**src/rtl/uart_pkg.sv**
```systemverilog
// Shared definitions for the UART transmit arbiter: FSM state encoding.
package uart_pkg;

  typedef enum logic [1:0] {
    ST_IDLE  = 2'd0,
    ST_START = 2'd1,
    ST_WAIT  = 2'd2,
    ST_DONE  = 2'd3
  } arb_state_t;

endpackage

```
**src/rtl/uart_tx_arbiter_if.sv**
```systemverilog
// Requester/transmitter bundle of the UART transmit arbiter.
// master = requesters plus transmitter side, slave = arbiter side.
interface uart_tx_arbiter_if #(
  parameter int NREQ = 4,
  parameter int DBIT = 8
);
  localparam int IDW = $clog2(NREQ);

  logic [NREQ-1:0]      req;
  logic [NREQ*DBIT-1:0] req_data;
  logic [NREQ-1:0]      ack;
  logic                 tx_start;
  logic [DBIT-1:0]      tx_din;
  logic                 tx_done_tick;
  logic                 busy;
  logic [IDW-1:0]       grant_id;

  modport master (
    output req, req_data, tx_done_tick,
    input  ack, tx_start, tx_din, busy, grant_id
  );

  modport slave (
    input  req, req_data, tx_done_tick,
    output ack, tx_start, tx_din, busy, grant_id
  );
endinterface

```
**src/rtl/uart_rr_pick.sv**
```systemverilog
// Combinational winner selection: round-robin starting after i_pointer, or
// lowest-index fixed priority when UART_ARB_FIXED_PRIO_EN is defined.
module uart_rr_pick #(
  parameter int NREQ = 4,
  localparam int IDW = $clog2(NREQ)
) (
  input  logic [NREQ-1:0] i_req,
  input  logic [IDW-1:0]  i_pointer,
  output logic            o_valid,
  output logic [IDW-1:0]  o_index
);

`ifdef UART_ARB_FIXED_PRIO_EN
  logic w_unused_pointer;
  assign w_unused_pointer = ^i_pointer;

  // Scanning downward lets the lowest asserted index overwrite the rest.
  always_comb begin
    o_valid = |i_req;
    o_index = '0;
    for (int i = NREQ - 1; i >= 0; i--) begin
      if (i_req[i]) o_index = IDW'(i);
    end
  end
`else
  // Search order: pointer+1, pointer+2, ... wrapping, pointer itself last.
  always_comb begin
    o_valid = 1'b0;
    o_index = '0;
    for (int s = 1; s <= NREQ; s++) begin
      if (!o_valid && i_req[(int'(i_pointer) + s) % NREQ]) begin
        o_valid = 1'b1;
        o_index = IDW'((int'(i_pointer) + s) % NREQ);
      end
    end
  end
`endif

endmodule

```
**src/rtl/uart_tx_arbiter.sv**
```systemverilog
// Shares one UART transmitter among NREQ requesters (IDLE/START/WAIT/DONE).
// Define UART_ARB_FIXED_PRIO_EN for fixed lowest-index priority instead of round-robin.
module uart_tx_arbiter
  import uart_pkg::*;
#(
  parameter int NREQ = 4,
  parameter int DBIT = 8
) (
  input  logic               clk,
  input  logic               rstn,
  uart_tx_arbiter_if.slave   bus
);
  localparam int IDW = $clog2(NREQ);

  arb_state_t      r_state;
  logic [NREQ-1:0] r_ack;
  logic            r_tx_start;
  logic [DBIT-1:0] r_tx_din;
  logic            r_busy;
  logic [IDW-1:0]  r_grant_id;
  logic [IDW-1:0]  r_pointer;

  logic            w_valid;
  logic [IDW-1:0]  w_index;
  logic [DBIT-1:0] w_word;

  uart_rr_pick #(.NREQ(NREQ)) u_pick (
    .i_req     (bus.req),
    .i_pointer (r_pointer),
    .o_valid   (w_valid),
    .o_index   (w_index)
  );

  always_comb begin
    w_word = '0;
    for (int i = 0; i < NREQ; i++) begin
      if (w_index == IDW'(i)) w_word = bus.req_data[i*DBIT +: DBIT];
    end
  end

  // Outputs are set on entry to the state that owns them, so they are registered.
  always_ff @(posedge clk or negedge rstn) begin
    if (!rstn) begin
      r_state    <= ST_IDLE;
      r_ack      <= '0;
      r_tx_start <= 1'b0;
      r_tx_din   <= '0;
      r_busy     <= 1'b0;
      r_grant_id <= '0;
      r_pointer  <= IDW'(NREQ - 1);
    end else begin
      case (r_state)
        ST_IDLE: begin
          if (w_valid) begin
            r_tx_din   <= w_word;
            r_grant_id <= w_index;
            r_tx_start <= 1'b1;
            r_busy     <= 1'b1;
            r_state    <= ST_START;
          end
        end
        ST_START: begin
          r_tx_start <= 1'b0;
          r_state    <= ST_WAIT;
        end
        ST_WAIT: begin
          if (bus.tx_done_tick) begin
            r_ack   <= NREQ'(1) << r_grant_id;
            r_state <= ST_DONE;
          end
        end
        ST_DONE: begin
          r_ack     <= '0;
          r_busy    <= 1'b0;
          r_pointer <= r_grant_id;
          r_state   <= ST_IDLE;
        end
        default: r_state <= ST_IDLE;
      endcase
    end
  end

  assign bus.ack      = r_ack;
  assign bus.tx_start = r_tx_start;
  assign bus.tx_din   = r_tx_din;
  assign bus.busy     = r_busy;
  assign bus.grant_id = r_grant_id;

endmodule

```
**src/flat_wrapper.sv**
```systemverilog
// flat-port wrapper written by rule: the top's interface ports become plain ports
module uart_tx_arbiter_flat import uart_pkg::*;
#(
  parameter int NREQ = 4,
  parameter int DBIT = 8
)
  (clk, rstn, bus_req, bus_req_data, bus_tx_done_tick, bus_ack, bus_tx_start, bus_tx_din, bus_busy, bus_grant_id);
  uart_tx_arbiter_if #(.NREQ(NREQ), .DBIT(DBIT)) bus_i ();
  input  logic clk;
  input  logic rstn;
  input wire logic [$bits(bus_i.req)-1:0] bus_req;
  input wire logic [$bits(bus_i.req_data)-1:0] bus_req_data;
  input wire logic [$bits(bus_i.tx_done_tick)-1:0] bus_tx_done_tick;
  output wire logic [$bits(bus_i.ack)-1:0] bus_ack;
  output wire logic [$bits(bus_i.tx_start)-1:0] bus_tx_start;
  output wire logic [$bits(bus_i.tx_din)-1:0] bus_tx_din;
  output wire logic [$bits(bus_i.busy)-1:0] bus_busy;
  output wire logic [$bits(bus_i.grant_id)-1:0] bus_grant_id;
  assign bus_i.req = bus_req;
  assign bus_i.req_data = bus_req_data;
  assign bus_i.tx_done_tick = bus_tx_done_tick;
  assign bus_ack = bus_i.ack;
  assign bus_tx_start = bus_i.tx_start;
  assign bus_tx_din = bus_i.tx_din;
  assign bus_busy = bus_i.busy;
  assign bus_grant_id = bus_i.grant_id;
  uart_tx_arbiter #(.NREQ(NREQ), .DBIT(DBIT)) u_core (.clk(clk), .rstn(rstn), .bus(bus_i));
endmodule
```
**config.mk**
```make
export PLATFORM = sky130hd
export DESIGN_NAME = uart_tx_arbiter_flat
export DESIGN_NICKNAME = d
export VERILOG_FILES = /design/src/rtl/uart_pkg.sv /design/src/rtl/uart_tx_arbiter_if.sv /design/src/rtl/uart_rr_pick.sv /design/src/rtl/uart_tx_arbiter.sv /design/src/flat_wrapper.sv
export SDC_FILE = /design/constraint.sdc
export NUM_CORES = 1
export LEC_CHECK = 0
export CAP_MARGIN = 20
export CORE_AREA = 2 2 55 57
export CTS_BUF_LIST = sky130_fd_sc_hd__clkbuf_4 sky130_fd_sc_hd__clkbuf_8 sky130_fd_sc_hd__clkbuf_16
export DETAILED_ROUTE_END_ITERATION = 8
export DIE_AREA = 0 0 57 59
export PLACE_DENSITY = 0.91
export SLEW_MARGIN = 40
export SYNTH_ARGS = -nofsm -noshare
export SYNTH_HDL_FRONTEND = slang
export SYNTH_SLANG_ARGS = --single-unit
```
**constraint.sdc**
```tcl
create_clock -name clk -period 2.9 [get_ports clk]
set_clock_uncertainty 0.2 [all_clocks]
set_input_delay 0.29 -clock clk [delete_from_list [all_inputs] [get_ports clk]]
set_output_delay 0.29 -clock clk [all_outputs]
set_load 0.01 [all_outputs]
```
---- Word level (Yosys, flattened, before mapping) ----
Cells that the tools add are included.
word-level totals
  bits in registers ....................... 20
  bits in latches ......................... 0
  memory bits (writable) .................. 0
  bits in read-only memories .............. 0
  input bits .............................. 39
  output and inout bits ................... 16
  logic and storage cells ................. 80
  memories ................................ 0
cells by class
  add/sub/neg operators ................... 4
  multiply operators ...................... 0
  divide/modulo/power cells ............... 0
  order comparisons ....................... 4
  equality and inequality tests ........... 8
  shift operators ......................... 1
  muxes and demuxes ....................... 32
  bitwise operators ....................... 4
  reductions and logical operators ........ 20
operators with widths
  operator             number
  $mux 8               4
  $lt 3x4->1 const B   4
  $mux 1               13
  $mux 2               6
  $reduce_and 2->1     5
  $bmux 1 s2           4
  $eq 2x2->1 const B   4
  $pmux 2 s4           1
  $pmux 4 s2           1
  $reduce_or 2->1      4
  $reduce_bool 2->1    3
  $add 2x1->2 const B  2
  $add 2x2->2 const B  2
  $and 1x1->1 const A  4
  $eq 2x1->1 const B   2
  $logic_not 2->1      2
  $mux 4               1
  $ne 2x2->1 const B   2
  $pmux 1 s2           2
  $shl 1x2->4 const A  1
  $logic_and 1x1->1    3
  $logic_not 1->1      3

---- Depth between registers and ports, before layout ----
Gate-level depths: netlist of run 1.
  depth in word-level cells ............... 21
  mapped depth ............................ 8
  depth with buffers taken out ............ 7

---- By module ----
From an unflattened synthesis of run 1, not the netlist that was laid out.
second synthesis, totals
  cells, all modules ...................... 113
  area, all modules ....................... 1189.9 um^2
modules (own cells, without submodules)
  module           times used  cells each  area each (um^2)  seq. area each (um^2)
  uart_tx_arbiter  1           99          1098.6            503.0
  uart_rr_pick     1           14          91.3              0.0

---- Worst setup path after synthesis of run 1 ----
OpenSTA, ideal clock, no wires.
  path type ............................... register to register
  start ................................... reg u_core.r_pointer[1]
  end ..................................... reg u_core.r_tx_din[0], in the netlist u_core.bus.tx_din[0]
  setup time .............................. 0.139 ns
  arrival time ............................ 1.565 ns
  data required time ...................... 2.561 ns
  path slack .............................. 0.995 ns
  stages on the path, launching flop included .. 9
  clock period less this slack ............ 1.905 ns
  cells stage by stage .................... dfstp_2 buf_4 nand2_1 a21oi_1 o221a_1 buf_6 buf_8 mux2i_1 o221ai_1
between the ends
  word-level cells in the longest chain between the ends .. 19
  elaborated cells between the ends (all ways) .. 39
  classes of those cells .................. add/sub (4); eq/ne (3); mux (24); reduce/logical (8)
RTL lines
  element                                    RTL line                                source
  start: declaration                         uart_tx_arbiter.sv:21                   logic [IDW-1:0] r_pointer;
  start signal: assignment                   uart_tx_arbiter.sv:50                   r_pointer <= IDW'(NREQ - 1);
  start signal: assignment                   uart_tx_arbiter.sv:75                   r_pointer <= r_grant_id;
  $add 2x1->2                                uart_rr_pick.sv:31, uart_rr_pick.sv:33
  $bmux 1 s2                                 uart_rr_pick.sv:31                      if (!o_valid && i_req[(int'(i_pointer) + s) % NREQ]) begin
  $mux 1 (implied by the code) (2 in a row)  uart_rr_pick.sv:31
  $mux 1                                     uart_rr_pick.sv:31
  $logic_not 1->1                            uart_rr_pick.sv:31
  $logic_and 1x1->1                          uart_rr_pick.sv:31
  $mux 1                                     uart_rr_pick.sv:31
  $logic_not 1->1                            uart_rr_pick.sv:31
  $logic_and 1x1->1                          uart_rr_pick.sv:31
  $mux 1                                     uart_rr_pick.sv:31
  $logic_not 1->1                            uart_rr_pick.sv:31
  $logic_and 1x1->1                          uart_rr_pick.sv:31
  $mux 2                                     uart_rr_pick.sv:31
  $logic_not 2->1                            uart_tx_arbiter.sv:37                   if (w_index == IDW'(i)) w_word = bus.req_data[i*DBIT +: DBIT];
  $mux 8 (4 in a row)                        uart_tx_arbiter.sv:37
  end signal: assignment                     uart_tx_arbiter.sv:55                   r_tx_din <= w_word;
  end: declaration                           uart_tx_arbiter.sv:18                   logic [DBIT-1:0] r_tx_din;
Parallel ways exist; a longest one is shown, timed or not. The select of a mux whose other input is x is not followed.
A chain may end at the register's enable or synchronous reset.

---- Worst setup path in the final report of run 1 ----
  start ................................... reg u_core.r_pointer[1]
  end ..................................... reg u_core.r_tx_din[5], in the netlist u_core.bus.tx_din[5]
Same word-level chain as after synthesis.

==> parameters.txt, run 1 <==
Parameter                              Value

CTS
  Number of gates given a new drive strength after cts    0
  Total number of H-tree levels    1
  TritonCTS clock tree    built
  Clock Path Buffers    2
  Post-CTS setup buffers    0
  Clock Latency Late Sink    0.30 ns
  Clock slew at reported path FFs    0.11 ns
  TritonCTS Buffers    3
  Sinks on Clock Net    20
  Buffer type at the clock tree root    sky130_fd_sc_hd__clkbuf_4

GRT
  Gr ovfl total    0
  Pin count of the biggest net entering global routing    21
  Number of antenna violations at the first check in global routing    0
  First-pass GRT wire length    5.26 mm
  Number of global-route vias before repair    1,210
  GRT Overall Usage    20.0%

Detailed routing
  Wire length after detailed routing    3.13 mm
  Avg WL per Cell    15.1 um
  Detailed-route via count    1,106
  Post-route ant nets    0
  1st-iter DRT viols    32
  Drt pass-1 iters    4
  Residual DRC    0
  Average via count per standard cell    5.34

Power and ir drop
  Psw    611 uW
  Logic gate share of total power    54.7%
  Portion of total power attributed to the clock network    10.4%
  Reg power frac    35.0%
  Internal power    936 uW
  Cell leakage power    0.000762 uW
  Sw Share    39.5%
  Maximum resistive drop on vdd    576 uV
  Total power per unit cell area    876 mW/mm2

Cells and area
  Most frequent cells in the layout    sky130_fd_sc_hd__clkdlybuf4s50_1, sky130_fd_sc_hd__nand2_1, sky130_fd_sc_hd__dfrtp_1
  Antenna fix cells    0
  Area Growth Syn to Fin    50.4%
  Fraction of final layout cells with drive strength greater than 1    7.39%
  Layout Cells excl Fill    207
  Number of nets in the layout    221
  Total of fill cells in the finished design    219
  Most frequent standard cell in the layout excluding fill and tap cells    sky130_fd_sc_hd__clkdlybuf4s50_1

Floorplan
  Die footprint    0.00336 mm2
  Area of the core    0.00271 mm2
  Rows    19
  Vert. Die Dim    59 um
  I/O Pins    55
  Initial core utilization    43.4%
  Die extent in x    57 um

STA
  Min setup slack post-route    0.772 ns
  Min Clock Period, post-route    2.13 ns
  Final Setup Violations    0
  Final-report hold violation count    0
  Final Slew Violations    0
  Sum Neg Setup Slack    0 ns
  Unrepaired setup endpoints after global routing    false
  Slew headroom    59.3%
  Highest Clock Rate    470 MHz
  Worst slew pin tran    0.606 ns
  Fin crit share    73.4%

Yosys
  Number of distinct library cells after synthesis    29
  Syn. warnings    0
  Summed instance area of the synthesized netlist    0.00117 mm2
  Syn_area_per_cell    9.79 um2
  Part of the Yosys area used for sequential elements    42.8%
  Number of nets produced by synthesis    164
  Count of mapped cells out of synthesis    120
  Yosys reg bits    20

Setup path
  Data required time of the worst path    2.87 ns
  Worst-path maximum fanout    17
  Arrival time of the worst setup path    2.10 ns
  Kind of launch point of the worst setup path    register
  Worst Setup Path Type    register to register
  Critical Path Sink Type    register

Placement
  Half-perimeter wire length of the detailed placement result    2.51 mm
  Quantity of I/O buffers inserted on ports    54
  Dpl ws    0.507 ns
  Dpl cells    202
  Gpl congestion    0.739

Flow run
  Max_cap viols    0

Min path
  Worst Hold Class    input port to asynchronous set/reset pin

Run status
  Run status    finished clean
==> power by group through the flow <==
stage | clock network [uW] | registers (uW) | logic [uW]
floorplan | 0 | 556 | 469
global placement | 0 | 531 | 806
detailed placement | 0 | 543 | 851
CTS | 165 | 538 | 857
global route | 179 | 560 | 928
finish | 161 | 541 | 845
==> worst paths after layout <==
kind                                                  start                               end  slack [ns]  depth (start not counted)
max                         u_core.r_pointer[1]$_DFFE_PN1P_  u_core.bus.tx_din[5]$_DFFE_PN0P_        0.77                          6
min                                                    rstn   u_core.bus.tx_start$_DFFE_PN0P_        0.25                          2
max reg2reg                 u_core.r_pointer[1]$_DFFE_PN1P_  u_core.bus.tx_din[5]$_DFFE_PN0P_        0.77                          6
min reg2reg                u_core.bus.tx_din[2]$_DFFE_PN0P_  u_core.bus.tx_din[2]$_DFFE_PN0P_        0.31                          2
max in group asynchronous                              rstn   u_core.r_pointer[1]$_DFFE_PN1P_        1.92                          2
min in group clk           u_core.bus.tx_din[2]$_DFFE_PN0P_  u_core.bus.tx_din[2]$_DFFE_PN0P_        0.31                          2
==> stage by stage <==
stage               total power (uW)  hold slack (ns)  instance area, um2  util (%)
floorplan                       1020           -0.206                1170         -
global placement                1340            0.270                1730      63.7
detailed placement              1390            0.290                1730      63.7
CTS                             1560            0.290                1760      65.0
global route                    1670            0.284                1770      65.2
finish                          1550            0.247                1770      65.2
==> what timing repair did <==
action,4_1_cts,5_1_grt
hold endpoints to repair,0,18
endpoints found under the setup margin,0,0
hold buffers,0,1
==> flip-flops by register name, indices dropped and copies added, names as in the netlist <==
name and count:
u_core.bus.busy 1, u_core.bus.grant_id 2, u_core.bus.tx_start 1, u_core.r_pointer 2
u_core.bus.ack 4, u_core.bus.tx_din 8, u_core.r_state 2
==> cell usage after synthesis, drive strengths merged <==
cell	n	area share, %
nor2	7	2.2
nor4	1	1.1
and4	1	0.75
nand3	1	0.43
a22oi	2	1.3
o21ai	10	4.3
mux2	1	0.96
o221ai	8	6.0
inv	5	1.6
o22ai	1	0.53
ha	5	5.3
a21oi	5	2.1
nand2b	1	0.53
nor2b	2	1.3
a211oi	1	0.64
a31o	1	0.75
or2	1	0.53
dfstp	2	4.5
buf	5	3.7
dfrtp	18	38
o221a	1	0.96
nand2	23	7.3
mux2i	17	14
nor3	1	0.43
==> critical path, cell delays in order (launching register included) <==
cell	delay (ns)
sky130_fd_sc_hd__dfstp_2	0.62
sky130_fd_sc_hd__nand2_1	0.07
sky130_fd_sc_hd__a21oi_1	0.16
sky130_fd_sc_hd__o221a_1	0.20
sky130_fd_sc_hd__buf_4	0.29
sky130_fd_sc_hd__mux2i_1	0.30
sky130_fd_sc_hd__o221ai_1	0.16
==> kinds of logic (layout without fill, tap and decap cells) <==
group | after synthesis | in the layout | share of synthesized area (%)
AND/OR/NAND/NOR | 38 | 38 | 14.6
AO/OA/AOI/OAI | 29 | 29 | 16.5
flip-flops | 20 | 20 | 42.8
multiplexers | 18 | 18 | 15.4
buffers and inverters | 10 | 66 | 5.32
adder cells (fa/ha/maj) | 5 | 5 | 5.32
==> area by class of cell <==
cell class                 instances  area [um2]  area share, %
inverter                           5        18.8           1.06
multi-input combinational         90         609           34.5
timing repair buffer              57         561           31.7
clock buffer                       4        36.3           2.05
tap                               31        38.8           2.20
sequential                        20         503           28.5
==> per-layer routing <==
| layer | vias to the layer above | GRT usage (%) | part of all wire, % |
|---|---|---|---|
| met5 | - | 0 | 0 |
| met4 | 0 | 7.64 | 1.7 |
| met3 | 6 | 2.40 | 3.2 |
| met2 | 26 | 36.8 | 56 |
| met1 | 531 | 23.9 | 39 |
| li1 | 543 | - | - |
No activity file was read; power rests on OpenSTA's default activity.
==> run 2, diff against run 1 <==
--- a/config.mk
+++ b/config.mk
@@ -6,11 +6,11 @@
 export NUM_CORES = 1
 export LEC_CHECK = 0
 export CAP_MARGIN = 20
-export CORE_AREA = 2 2 55 57
+export CORE_AREA = 2 2 57 59
 export CTS_BUF_LIST = sky130_fd_sc_hd__clkbuf_4 sky130_fd_sc_hd__clkbuf_8 sky130_fd_sc_hd__clkbuf_16
 export DETAILED_ROUTE_END_ITERATION = 8
-export DIE_AREA = 0 0 57 59
-export PLACE_DENSITY = 0.91
+export DIE_AREA = 0 0 59 61
+export PLACE_DENSITY = 0.86
 export SLEW_MARGIN = 40
 export SYNTH_ARGS = -nofsm -noshare
 export SYNTH_HDL_FRONTEND = slang
==> constraint.sdc (replaced) <==
create_clock -name clk -period 1.99 [get_ports clk]
set_clock_uncertainty 0.2 [all_clocks]
set_input_delay 0.199 -clock clk [delete_from_list [all_inputs] [get_ports clk]]
set_output_delay 0.199 -clock clk [all_outputs]
set_load 0.01 [all_outputs]
==> run 2 against run 1 <==
Via count up 7.1%; final area grew 8.4%; count of clock-buffer cells in the layout fell by 1; register-to-register slack worse by 0.76 ns; worst hold slack improved by 0.065 ns; sequential power grew 45%; clock power grew 110%; largest cell class is now non-clock buffers.
==> parameters.txt, run 2 (synthesized netlist as in run 1, its figures left out) <==
Parameter                              Value

Cells and area
  Most frequent standard cell in the layout excluding fill and tap cells    sky130_fd_sc_hd__clkdlybuf4s50_1
  Number of nets in the layout    229 (+3.6%)
  Fraction of final layout cells with drive strength greater than 1    14.1% (+6.7 points)
  Number of flip-flops in the largest register    8 (unchanged)
  Most frequent cells in the layout    sky130_fd_sc_hd__clkdlybuf4s50_1, sky130_fd_sc_hd__nand2_1, sky130_fd_sc_hd__dfrtp_1
  Finished Cell Area    0.00192 mm2 (+8.4%)
  Area Growth Syn to Fin    63.0%
  Antenna fix cells    0 (unchanged)
  Layout Cells excl Fill    217 (+4.8%)

CTS
  Buffer type at the clock tree root    sky130_fd_sc_hd__clkbuf_4
  Clock slew at reported path FFs    0.12 ns (about the same)
  Total number of H-tree levels    1 (unchanged)
  TritonCTS clock tree    built
  TritonCTS Buffers    3 (unchanged)
  Clock Path Buffers    2 (unchanged)
  Clock Latency Late Sink    0.31 ns (about the same)
  Sinks on Clock Net    20 (unchanged)

Setup path
  Endpoint of the most critical setup path    u_core.bus.tx_din[1]$_DFFE_PN0P_
  End of the worst register-to-register path    u_core.bus.tx_din[1]$_DFFE_PN0P_
  Arrival time of the worst setup path    1.96 ns (-0.14 ns)
  Critical Path Sink Type    register
  Kind of launch point of the worst setup path    register
  Startpoint of the lowest-slack register-to-register path    u_core.r_pointer[1]$_DFFE_PN1P_
  Worst Setup Path Type    register to register
  Worst-path maximum fanout    9 (-8)
  Depth of the most critical reg-to-reg path    6 (unchanged)
  Reg-to-reg setup timing slack    0.01 ns (-0.76 ns)
  Critical Path Source    u_core.r_pointer[1]$_DFFE_PN1P_
  Data required time of the worst path    1.97 ns (-0.90 ns)

STA
  Min setup slack post-route    0.0141 ns (-0.758 ns)
  Unrepaired setup endpoints after global routing    true
  Min Clock Period, post-route    1.98 ns (-0.152 ns)
  Final Slew Violations    0 (unchanged)
  Sum Neg Setup Slack    0 ns (unchanged)
  Final-report hold violation count    0 (unchanged)
  Final Setup Violations    0 (unchanged)
  Highest Clock Rate    506 MHz (+7.7%)
  Slew headroom    78.8% (+19 points)
  Worst slew pin tran    0.318 ns (-0.288 ns)
  Fin crit share    99.3% (+26 points)

Floorplan
  Rows    20 (+1)
  Vert. Die Dim    61 um (+3.4%)
  Area of the core    0.00295 mm2 (+9.0%)
  Die extent in x    59 um (+3.5%)
  I/O Pins    55 (unchanged)
  Initial core utilization    39.8% (-3.6 points)
  Die footprint    0.00360 mm2 (+7.0%)

Placement
  Cell area after placement    0.00179 mm2 (+3.5%)
  Dpl ws    -0.141 ns (-0.648 ns)
  Quantity of I/O buffers inserted on ports    54 (unchanged)
  Half-perimeter wire length of the detailed placement result    2.52 mm (+0.31%)
  Gpl congestion    0.811 (+9.7%)
  Dpl cells    210 (+4.0%)

Power and ir drop
  Reg power frac    31.3% (-3.7 points)
  Total power per unit cell area    1310 mW/mm2 (+50%)
  Maximum resistive drop on vdd    560 uV (-2.9%)
  Psw    950 uW (+55%)
  Logic gate share of total power    55.5% (+0.8 points)
  Cell leakage power    0.000825 uW (+8.2%)
  Portion of total power attributed to the clock network    13.3% (+2.9 points)
  Total Power    2510 uW (+63%)
  Sw Share    37.8% (-1.7 points)
  Internal power    1560 uW (+67%)

GRT
  Number of global-route vias before repair    1,193 (-1.4%)
  GR Util met2    37.3% (+0.52 points)
  First-pass GRT wire length    5.25 mm (-0.13%)
  Met3 global-route usage    1.71% (-0.70 points)
  Gr ovfl total    0 (unchanged)
  Number of antenna violations at the first check in global routing    0 (unchanged)
  GRT Overall Usage    19.6% (-0.42 points)
  Pin count of the biggest net entering global routing    18 (-14%)
  Most used routing layer    met2
  Met1 demand-to-capacity share in global routing    21.6% (-2.4 points)

Detailed routing
  Post-route ant nets    0 (unchanged)
  Residual DRC    0 (unchanged)
  Average via count per standard cell    5.46 (+2.2%)
  Wire length after detailed routing    3.48 mm (+11%)
  1st-iter DRT viols    43 (+34%)
  Detailed-route via count    1,185 (+7.1%)
  Drt pass-1 iters    4 (unchanged)
  Avg WL per Cell    16.1 um (+6.0%)

Run status
  Run status    finished clean

Flow run
  Max_cap viols    0 (unchanged)

Min path
  Worst Hold Class    register to register
[run 2: through the flow]
stage	utilization (%)	hold slack, ns
2_1_floorplan	-	-0.297
3_3_place_gp	60.5	0.267
3_5_place_dp	60.5	0.278
4_1_cts	62.6	0.311
5_1_grt	64.9	0.334
6_report	64.9	0.311
[run 2: timing repair]
| item | CTS | global route |
|---|---|---|
| setup endpoints to repair | 0 | 9 |
| hold endpoints to repair | 4 | 0 |
| resized for setup | 0 | 8 |
| buffers inserted | 0 | 1 |
| hold buffers | 1 | 0 |
[run 2: power groups by stage]
stage / Clock [uW] / Sequential [uW] / Combinational (uW)
3_3_place_gp: 0 / 776 / 1210
4_1_cts: 338 / 783 / 1300
5_1_grt: 359 / 811 / 1530
6_report: 334 / 786 / 1390
3_5_place_dp: 0 / 785 / 1290
2_1_floorplan: 0 / 810 / 683
[run 2: layout make-up]
type / instances / area (um2)
tap: 33 / 41.3
clock buffer: 3 / 22.5
fill: 253 / 1040
sequential: 20 / 503
multi-input combinational: 90 / 644
inverter: 5 / 18.8
timing repair buffer: 65 / 656
clock inverter: 1 / 30.0
[run 2: how the worst min path moves through the flow]
stage	start	to	cells past startpoint
floorplan	rstn	u_core.bus.ack[0]$_DFFE_PN0P_	0
global placement	rstn	u_core.bus.ack[3]$_DFFE_PN0P_	1
detailed placement	rstn	u_core.bus.ack[3]$_DFFE_PN0P_	1
CTS	u_core.bus.tx_din[4]$_DFFE_PN0P_	u_core.bus.tx_din[4]$_DFFE_PN0P_	2
global route	u_core.bus.tx_din[4]$_DFFE_PN0P_	u_core.bus.tx_din[4]$_DFFE_PN0P_	2
finish	u_core.bus.tx_din[4]$_DFFE_PN0P_	u_core.bus.tx_din[4]$_DFFE_PN0P_	2
[run 2: worst max-delay path, stage by stage, from the launching register on]
cell	delay (ns)
sky130_fd_sc_hd__dfstp_2	0.61
sky130_fd_sc_hd__nand2_1	0.09
sky130_fd_sc_hd__a21oi_2	0.19
sky130_fd_sc_hd__o221a_4	0.26
sky130_fd_sc_hd__buf_12	0.15
sky130_fd_sc_hd__mux2i_2	0.22
sky130_fd_sc_hd__o221ai_1	0.13
[run 2: routing by layer]
| metal | part of all wire (%) | vias to the layer above |
|---|---|---|
| met1 | 39 | 571 |
| met4 | 2.9 | 0 |
| met5 | 0 | - |
| met3 | 5.0 | 8 |
| met2 | 54 | 46 |
| li1 | - | 560 |
